`config.mk`:
```
export PLATFORM = sky130hd
export DESIGN_NAME = reglk_bank
export DESIGN_NICKNAME = d
export VERILOG_FILES = /design/src/rtl/reglk_pkg.sv /design/src/rtl/reglk_sat_counter.sv /design/src/rtl/reglk_bank.sv
export SDC_FILE = /design/constraint.sdc
export NUM_CORES = 1
export LEC_CHECK = 0
export CAP_MARGIN = 10
export CORE_ASPECT_RATIO = 0.7
export CORE_MARGIN = 2
export CORE_UTILIZATION = 44
export DETAILED_ROUTE_END_ITERATION = 8
export GPL_TIMING_DRIVEN = 0
export MAX_ROUTING_LAYER = met4
export PLACE_DENSITY_LB_ADDON = 0.2
export SYNTH_ARGS = -nofsm -noshare
export SYNTH_HDL_FRONTEND = slang
export SYNTH_SLANG_ARGS = --single-unit
```
`constraint.sdc`:
```
create_clock -name clk_i -period 5.18 [get_ports clk_i]
set_clock_uncertainty 0.1 [all_clocks]
set_input_delay 1.036 -clock clk_i [delete_from_list [all_inputs] [get_ports clk_i]]
set_output_delay 1.036 -clock clk_i [all_outputs]
set_load 0.05 [all_outputs]
```
`src/rtl/reglk_pkg.sv`:
```
// Shared definitions for the register-lock bank: FSM state encoding,
// the COMMIT magic value and the control-word offsets above the data registers.
package reglk_pkg;

  typedef enum logic [1:0] {
    ST_OPEN      = 2'd0,
    ST_COMMITTED = 2'd1,
    ST_WIPE      = 2'd2
  } reglk_state_e;

  // Value that must be written to the COMMIT word to lock the bank
  localparam logic [7:0] COMMIT_MAGIC = 8'hA5;

  // Control word addresses, relative to NUM_REGS
  localparam int WLOCK_OFS      = 0;
  localparam int RLOCK_OFS      = 1;
  localparam int COMMIT_OFS     = 2;
  localparam int NUM_CTRL_WORDS = 3;

endpackage

```
`src/rtl/reglk_sat_counter.sv`:
```
// Saturating up-counter with synchronous clear; clear wins over increment.
module reglk_sat_counter #(
  parameter int CNT_W = 8
) (
  input  logic             clk_i,
  input  logic             clr_i,
  input  logic             inc_i,
  output logic [CNT_W-1:0] cnt_o
);

  function automatic logic [CNT_W-1:0] sat_inc(input logic [CNT_W-1:0] v);
    return (&v) ? v : v + CNT_W'(1);
  endfunction

  // Count increments, holding at all-ones
  always_ff @(posedge clk_i) begin
    if (clr_i) begin
      cnt_o <= '0;
    end else if (inc_i) begin
      cnt_o <= sat_inc(cnt_o);
    end
  end

endmodule

```
`src/rtl/reglk_bank.sv`:
```
// Lockable register bank. NUM_REGS data registers with sticky write/read
// lock masks, a one-way COMMIT lock, and a debug-triggered wipe that clears
// one register per cycle. Requests are granted combinationally and answered
// exactly one cycle later.
// Optional feature: define REGLK_VIOL_CNT_EN to build the saturating
// violation counter; otherwise viol_cnt_o is tied to zero.
module reglk_bank
  import reglk_pkg::*;
#(
  parameter int  NUM_REGS = 6,
  parameter int  REG_W    = 32,
  parameter int  CNT_W    = 8,
  localparam int AW       = $clog2(NUM_REGS + NUM_CTRL_WORDS)
) (
  input  logic                      clk_i,
  input  logic                      rst_i,
  input  logic                      jtag_unlock_i,
  input  logic                      acct_ctrl_i,
  input  logic                      req_i,
  input  logic                      we_i,
  input  logic [AW-1:0]             addr_i,
  input  logic [REG_W-1:0]          wdata_i,
  output logic                      gnt_o,
  output logic                      rvalid_o,
  output logic [REG_W-1:0]          rdata_o,
  output logic                      err_o,
  output logic [NUM_REGS*REG_W-1:0] reglk_ctrl_o,
  output logic                      locked_o,
  output logic                      busy_o,
  output logic [CNT_W-1:0]          viol_cnt_o
);

  // Number of mask bits that map onto data-word bits
  localparam int MW = (NUM_REGS < REG_W) ? NUM_REGS : REG_W;

  // Mask bits come from the low bits of a write word; higher bits are ignored
  function automatic logic [NUM_REGS-1:0] word_to_mask(input logic [REG_W-1:0] w);
    logic [NUM_REGS-1:0] m;
    m = '0;
    for (int i = 0; i < MW; i++) m[i] = w[i];
    return m;
  endfunction

  // Masks read back zero-extended into a data word
  function automatic logic [REG_W-1:0] mask_to_word(input logic [NUM_REGS-1:0] m);
    logic [REG_W-1:0] w;
    w = '0;
    for (int i = 0; i < MW; i++) w[i] = m[i];
    return w;
  endfunction

  reglk_state_e        state;
  logic [REG_W-1:0]    regs [NUM_REGS];
  logic [NUM_REGS-1:0] wlock;
  logic [NUM_REGS-1:0] rlock;
  logic                jtag_q;
  logic [AW-1:0]       wipe_idx;

  logic                wipe_start;
  logic                wipe_last;
  logic                gnt;
  logic [NUM_REGS-1:0] sel;
  logic                hit_data;
  logic                hit_wlock;
  logic                hit_rlock;
  logic                hit_commit;
  logic [REG_W-1:0]    sel_data;
  logic [REG_W-1:0]    status_word;

  logic                resp_err;
  logic [REG_W-1:0]    resp_rdata;
  logic                wr_data;
  logic                wr_wlock;
  logic                wr_rlock;
  logic                go_commit;

  assign gnt        = req_i && (state != ST_WIPE);
  assign gnt_o      = gnt;
  assign locked_o   = (state == ST_COMMITTED);
  assign busy_o     = (state == ST_WIPE);
  assign wipe_start = jtag_unlock_i && !jtag_q && (state != ST_WIPE);
  assign wipe_last  = (wipe_idx == AW'(NUM_REGS - 1));

  assign hit_data   = |sel;
  assign hit_wlock  = (addr_i == AW'(NUM_REGS + WLOCK_OFS));
  assign hit_rlock  = (addr_i == AW'(NUM_REGS + RLOCK_OFS));
  assign hit_commit = (addr_i == AW'(NUM_REGS + COMMIT_OFS));

  // Previous unlock level, for rising-edge detection; tracked through reset
  // so an unlock held high across reset does not start a spurious wipe
  always_ff @(posedge clk_i) begin
    jtag_q <= jtag_unlock_i;
  end

  // One-hot data register select and read mux
  always_comb begin
    sel      = '0;
    sel_data = '0;
    for (int i = 0; i < NUM_REGS; i++) begin
      sel[i] = (addr_i == AW'(i));
      if (sel[i]) sel_data = regs[i];
    end
  end

  // COMMIT word read value: {busy, locked} in the low bits
  always_comb begin
    status_word    = '0;
    status_word[0] = locked_o;
    status_word[1] = busy_o;
  end

  // Access decode: permission, lock checks and the response to return
  always_comb begin
    resp_err   = 1'b0;
    resp_rdata = '0;
    wr_data    = 1'b0;
    wr_wlock   = 1'b0;
    wr_rlock   = 1'b0;
    go_commit  = 1'b0;
    if (!acct_ctrl_i || !(hit_data || hit_wlock || hit_rlock || hit_commit)) begin
      resp_err = 1'b1;
    end else if (we_i) begin
      if (wipe_start) begin
        // A wipe starting this cycle discards the write
        resp_err = 1'b1;
      end else if (hit_data) begin
        if ((|(sel & wlock)) || (state == ST_COMMITTED)) resp_err = 1'b1;
        else                                             wr_data  = 1'b1;
      end else if (hit_wlock || hit_rlock) begin
        if (state == ST_COMMITTED) begin
          resp_err = 1'b1;
        end else begin
          wr_wlock = hit_wlock;
          wr_rlock = hit_rlock;
        end
      end else begin
        if ((state == ST_OPEN) && (wdata_i == REG_W'(COMMIT_MAGIC))) go_commit = 1'b1;
        else                                                        resp_err  = 1'b1;
      end
    end else begin
      if (hit_data) begin
        if (|(sel & rlock)) resp_err   = 1'b1;
        else                resp_rdata = sel_data;
      end else if (hit_wlock) begin
        resp_rdata = mask_to_word(wlock);
      end else if (hit_rlock) begin
        resp_rdata = mask_to_word(rlock);
      end else begin
        resp_rdata = status_word;
      end
    end
  end

  // FSM: OPEN/COMMITTED enter WIPE on an unlock edge; WIPE walks the registers
  always_ff @(posedge clk_i) begin
    if (rst_i) begin
      state    <= ST_OPEN;
      wipe_idx <= '0;
    end else begin
      case (state)
        ST_OPEN, ST_COMMITTED: begin
          if (wipe_start) begin
            state    <= ST_WIPE;
            wipe_idx <= '0;
          end else if (gnt && go_commit) begin
            state <= ST_COMMITTED;
          end
        end
        ST_WIPE: begin
          if (wipe_last) state    <= ST_OPEN;
          else           wipe_idx <= wipe_idx + AW'(1);
        end
        default: state <= ST_OPEN;
      endcase
    end
  end

  // Data registers: granted writes, or one register cleared per wipe cycle
  always_ff @(posedge clk_i) begin
    if (rst_i) begin
      for (int i = 0; i < NUM_REGS; i++) regs[i] <= '0;
    end else begin
      for (int i = 0; i < NUM_REGS; i++) begin
        if ((state == ST_WIPE) && (wipe_idx == AW'(i))) regs[i] <= '0;
        else if (gnt && wr_data && sel[i])              regs[i] <= wdata_i;
      end
    end
  end

  // Sticky lock masks: bits only set by writes, cleared at the end of a wipe
  always_ff @(posedge clk_i) begin
    if (rst_i) begin
      wlock <= '0;
      rlock <= '0;
    end else if ((state == ST_WIPE) && wipe_last) begin
      wlock <= '0;
      rlock <= '0;
    end else begin
      if (gnt && wr_wlock) wlock <= wlock | word_to_mask(wdata_i);
      if (gnt && wr_rlock) rlock <= rlock | word_to_mask(wdata_i);
    end
  end

  // Response stage: one cycle after each grant; data and error zero otherwise
  always_ff @(posedge clk_i) begin
    if (rst_i) begin
      rvalid_o <= 1'b0;
      rdata_o  <= '0;
      err_o    <= 1'b0;
    end else begin
      rvalid_o <= gnt;
      rdata_o  <= gnt ? resp_rdata : '0;
      err_o    <= gnt && resp_err;
    end
  end

  // Flattened register view, register 0 in the LSBs
  always_comb begin
    reglk_ctrl_o = '0;
    for (int i = 0; i < NUM_REGS; i++) reglk_ctrl_o[i*REG_W +: REG_W] = regs[i];
  end

`ifdef REGLK_VIOL_CNT_EN
  reglk_sat_counter #(
    .CNT_W(CNT_W)
  ) u_viol_cnt (
    .clk_i(clk_i),
    .clr_i(rst_i),
    .inc_i(gnt && resp_err),
    .cnt_o(viol_cnt_o)
  );
`else
  assign viol_cnt_o = '0;
`endif

endmodule

```
Word-level counts from Yosys, hierarchy flattened
Memory sizes are Yosys's and may differ from the RTL's.
Cells that the tools add are included.
{"block": "totals", "mem_count": 1, "output_inout_bits": 237, "word_cells": 196, "reg_bits": 53, "input_bits": 42, "mem_bits_rw": 192}
{"name": "regs", "depth": 6, "width": 32, "read_ports": 6, "rd_clocked_by_memory_dff": 0, "wr": 6, "line_no": "reglk_bank.sv:53", "source": "logic [REG_W-1:0] regs [NUM_REGS];"}
{"block": "op_classes", "bitwise": 17, "addsub": 1, "n_reduce_logical": 42, "n_eq_ne": 21, "n_mux": 106}
{"cell": "$mux W32", "count": 20}
{"cell": "$mux W1", "count": 77}
{"cell": "$eq A32 B8 Y1 const B", "count": 1}
{"cell": "$eq A4 B3 Y1 const B", "count": 6}
{"cell": "$logic_and A1 B1 Y1", "count": 21}
{"cell": "$reduce_or A6 Y1", "count": 3}
{"cell": "$eq A4 B2 Y1 const B", "count": 4}
{"cell": "$and A6 B6 Y6", "count": 2}
{"cell": "$mux W6", "count": 2}
{"cell": "$or A1 B1 Y1", "count": 12}
{"cell": "$or A6 B6 Y6", "count": 2}
{"cell": "$eq A4 B1 Y1 const B", "count": 2}
{"cell": "$logic_not A4 Y1", "count": 2}
{"cell": "$mux W4", "count": 2}
{"cell": "$pmux W4 S2", "count": 1}
{"cell": "$logic_or A1 B1 Y1", "count": 6}
{"cell": "$mux W2", "count": 3}
{"cell": "$ne A2 B2 Y1 const B", "count": 3}
{"cell": "$add A4 B1 Y4 const B", "count": 1}
{"cell": "$eq A4 B4 Y1 const B", "count": 1}
{"cell": "$pmux W2 S2", "count": 1}
{"cell": "$reduce_or A2 Y1", "count": 2}
{"cell": "$reduce_or A4 Y1", "count": 1}
{"cell": "$logic_not A1 Y1", "count": 3}
{"cell": "other kinds (9)", "count": 9}

Depth between registers and ports, before layout
{"block": "depth", "word_depth": 16, "depth_mapped": 9, "ltp_nobuf": 7}

Least setup slack after synthesis
OpenSTA, ideal clock, no wires.
{"block": "synth_path", "path_type": "in2reg", "start": "input port addr_i[2]", "end": "memory regs[1][0] (enable)", "required_time_ns": 4.610, "setup_slack_ns": -0.122, "t_arrival_ns": 4.732, "stages": 8, "setup_time_ns": 0.470, "path_buffers": 3, "cell_sequence": "buf_6 -> o31ai_1 -> nand2_1 -> or2_2 -> or2_1 -> buf_2 -> buf_6 -> o31ai_1"}
{"item": "start: declaration", "line_no": "reglk_bank.sv:21", "source": "input logic [AW-1:0] addr_i,"}
{"item": "end: declaration", "line_no": "reglk_bank.sv:53"}

==> impl_metrics.sql <==
INSERT INTO impl_metrics (metric_group, metric, value, unit) VALUES
('place', 'final_estimated_routing_congestion_in_global_placement', '0.937', ''),
('routing', 'route.final.wire_length', '44.9', 'mm'),
('sta', 'min_period_over_period', '0.834', ''),
('die', 'floorplan.initialDensity', '0.452', ''),
('die', 'pin_count', '279', ''),
('min_path', 'hold_path.startpoint', 'wlock[1]', ''),
('power', 'power_per_cell_area', '299', 'nW/um^2'),
('worst_setup_path', 'timing.critical_path.required', '5.31', 'ns'),
('routing', 'route.vias.total', '10230', ''),
('logic_synthesis', 'async_flop_share', '0', ''),
('logic_synthesis', 'synth-warning-count', '0', ''),
('logic_synthesis', 'seq_area_frac_synth', '0.582', ''),
('logic_synthesis', 'ys_seq_elements', '245', ''),
('final_layout', 'fraction_of_final_layout_cells_with_drive_strength_greater_than_1', '0.112', ''),
('logic_synthesis', 'synth_enable_flop_cells', '192', ''),
('sta', 'worst_slew_pin_slew', '1.14', 'ns'),
('worst_setup_path', 'setup.worst_path.start', 'addr_i[3]', ''),
('final_layout', 'commonest_cells_after_routing_fill_and_taps_aside', 'clkdlybuf4s50_1, edfxtp_1, nand3_1', ''),
('sta', 'max_slew_margin', '0.236', ''),
('grt', 'grt_first_pass_wirelength', '64.3', 'mm'),
('logic_synthesis', 'yosys.area_share.adder', '0.00427', ''),
('sta', 'unrepaired_setup_endpoints_after_global_routing', 'false', ''),
('clocking', 'post_cts_buffers', '0', ''),
('worst_setup_path', 'critical_path.max_fanout', '10', ''),
('grt', 'grt_pass1_vias', '9624', ''),
('logic_synthesis', 'synth_compound_area_frac', '0.0856', ''),
('worst_setup_path', 'crit_path_max_delay_family', 'buffers and inverters', ''),
('routing', 'drt_first_pass_iters', '6', ''),
('clocking', 'hold_buffers', '0', ''),
('flow_run', 'maxcap_violations', '0', ''),
('die', 'die_span_y', '141', 'um'),
('worst_setup_path', 'timing.setup.critical_path_class', 'in -> reg', ''),
('worst_setup_path', 'critical_path.cell_chain', 'clkdlybuf4s50_1 -> or2_1 -> clkbuf_1 -> o221ai_2 -> or2_1 -> buf_2 -> buf_6 -> o41ai_4 -> buf_6 -> buf_6 -> buf_6', ''),
('routing', 'wl_met2', '18.4', 'mm'),
('die', 'die_x', '199', 'um'),
('clocking', 'clk_pin_slew_worst_paths', '0.06', 'ns'),
('place', 'port_buffers', '266', ''),
('grt', 'pin_count_of_the_biggest_net_entering_global_routing', '22', ''),
('die', 'die-area', '28000', 'sq um'),
('die', 'fp.coreArea', '25900', 'sq um'),
('worst_setup_path', 'timing.critical_path.arrival', '4.46', 'ns'),
('final_layout', 'postLayoutCoreUtil', '0.613', ''),
('worst_setup_path', 'worst_r2r_endpoint', 'regs[0][9]', ''),
('clocking', 'cts_htree_levels', '1', ''),
('logic_synthesis', 'synth_top_cell_by_area', 'edfxtp_1', ''),
('logic_synthesis', 'synthXorXnorAreaFrac', '0.00149', ''),
('worst_setup_path', 'worstSetupStartpointType', 'input port', ''),
('clocking', 'cts_root_buffer', 'clkbuf_16', ''),
('final_layout', 'syn2layout_area_growth', '35.6', '%'),
('final_layout', 'layout.cells.most_common', 'clkdlybuf4s50_1', ''),
('worst_setup_path', 'worstSetupEndpointType', 'register', ''),
('min_path', 'timing.hold.worst.class', 'reg -> reg', ''),
('routing', 'post_detailed_route_count_of_antenna_violating_nets', '0', ''),
('power', 'max-vdd-ir-drop', '0.223', 'mV'),
('routing', 'detailedRoute.firstIterationViolations', '1562', ''),
('place', 'placed_cells_incl_taps', '1711', ''),
('worst_setup_path', 'critical_path.max_stage_delay', '0.68', 'ns'),
('status', 'status', 'finished clean', ''),
('worst_setup_path', 'ff2ff_path_depth', '10', ''),
('final_layout', 'fin_area', '15900', 'sq um'),
('sta', 'timing.setup.tns', '0', 'ns'),
('min_path', 'end_of_the_worst_hold_path', 'wlock[1]', ''),
('clocking', 'number_of_clock_buffers_inserted_by_tritoncts', '26', ''),
('final_layout', 'layoutNonFillerInstCount', '1759', ''),
('grt', 'number_of_antenna_violations_at_the_first_check_in_global_routing', '2', ''),
('logic_synthesis', 'syn_area', '11700', 'sq um'),
('worst_setup_path', 'r2r-start', 'state[0]', ''),
('logic_synthesis', 'synth_cell_types', '59', ''),
('clocking', 'tritoncts', 'built', ''),
('routing', 'wl_met1', '19.1', 'mm'),
('routing', 'avgViaCountPerCell', '5.82', '');
[flip-flops by register name, indices dropped and copies added (netlist names), 2 cells and up]
signal    flops
rdata_o      32
regs        192
rlock         6
state         2
wipe_idx      4
wlock         6
[per-stage QoR]
stage               hold WS, ns  setup WS (ns)  power (mW)
floorplan                 0.353          0.528        2.66
global placement          0.371          -1.34        2.97
detailed placement        0.386          0.369        2.99
CTS                       0.399          0.895        4.73
global route              0.422          0.738        4.85
finish                    0.404          0.858        4.75
[worst max path at each step]
| stage | depth (start not counted) | endpoint |
|---|---|---|
| finish | 11 | regs[0][9] |
| global route | 11 | regs[0][12] |
| CTS | 11 | regs[0][9] |
| detailed placement | 11 | regs[0][4] |
| global placement | 8 | regs[0][4] |
| floorplan | 8 | regs[0][0] |
[where the power goes]
part | switching (mW) | leakage [nW] | internal [mW]
Combinational | 0.525 | 2.30 | 0.206
Clock | 0.760 | 0.388 | 1.03
Sequential | 0.0495 | 2.43 | 2.18
[cell usage after synthesis, types with 3 or more instances]
| library cell | count |
|---|---|
| a21oi_1 | 16 |
| a221oi_1 | 7 |
| a222oi_1 | 6 |
| a22oi_1 | 26 |
| a31oi_1 | 23 |
| and2_1 | 32 |
| and3_1 | 13 |
| buf_1 | 3 |
| buf_2 | 15 |
| buf_4 | 9 |
| buf_6 | 14 |
| clkbuf_1 | 62 |
| dfxtp_1 | 53 |
| edfxtp_1 | 192 |
| ha_1 | 4 |
| inv_1 | 7 |
| mux2_2 | 8 |
| mux2i_1 | 26 |
| nand2_1 | 70 |
| nand2b_1 | 4 |
| nand3_1 | 165 |
| nand3b_1 | 3 |
| nor2_1 | 135 |
| nor2_4 | 50 |
| nor2b_1 | 5 |
| nor3_1 | 17 |
| nor3b_1 | 6 |
| nor4_1 | 4 |
| nor4b_1 | 3 |
| o21a_1 | 14 |
| o21ai_0 | 27 |
| o21ai_1 | 3 |
| o22ai_1 | 7 |
| o2bb2ai_1 | 5 |
| or3_1 | 7 |
[metal layers]
layer / vias up / GRT usage
li1: 4505 / -
met1: 4919 / 0.489
met2: 763 / 0.439
met3: 43 / 0.0940
met4: 0 / 0.0593
met5: - / -
[layout make-up]
cell class / count / area (sq um) / share of cell area
diodes: 3 / 7.51 / 0.000472
clock inverters: 7 / 56.3 / 0.00354
repair buffers: 276 / 2830 / 0.178
multi-input cells: 722 / 4420 / 0.278
well taps: 357 / 447 / 0.0281
flip-flops and latches: 245 / 6830 / 0.429
clock buffers: 38 / 737 / 0.0463
inverters: 8 / 30.0 / 0.00189
plain buffers: 103 / 544 / 0.0342
[cells by family (layout without fill, tap and decap cells)]
logic type               after synthesis  count (layout)
AO/OA/AOI/OAI                        145             145
XOR/XNOR                               2               2
adder cells (fa/ha/maj)                4               4
buffers and inverters                111             432
flip-flops                           245             245
multiplexers                          37              37
other                                  1              11
AND/OR/NAND/NOR                      526             526
[worst register-to-register path, delay by kind of cell, from the launching register on]
family	cells	cell delay [ns]
buf+inv	5	0.97
simple gates	3	0.97
compound gates	2	0.94
flops	1	0.36
Power figures use the tool's default switching activity.
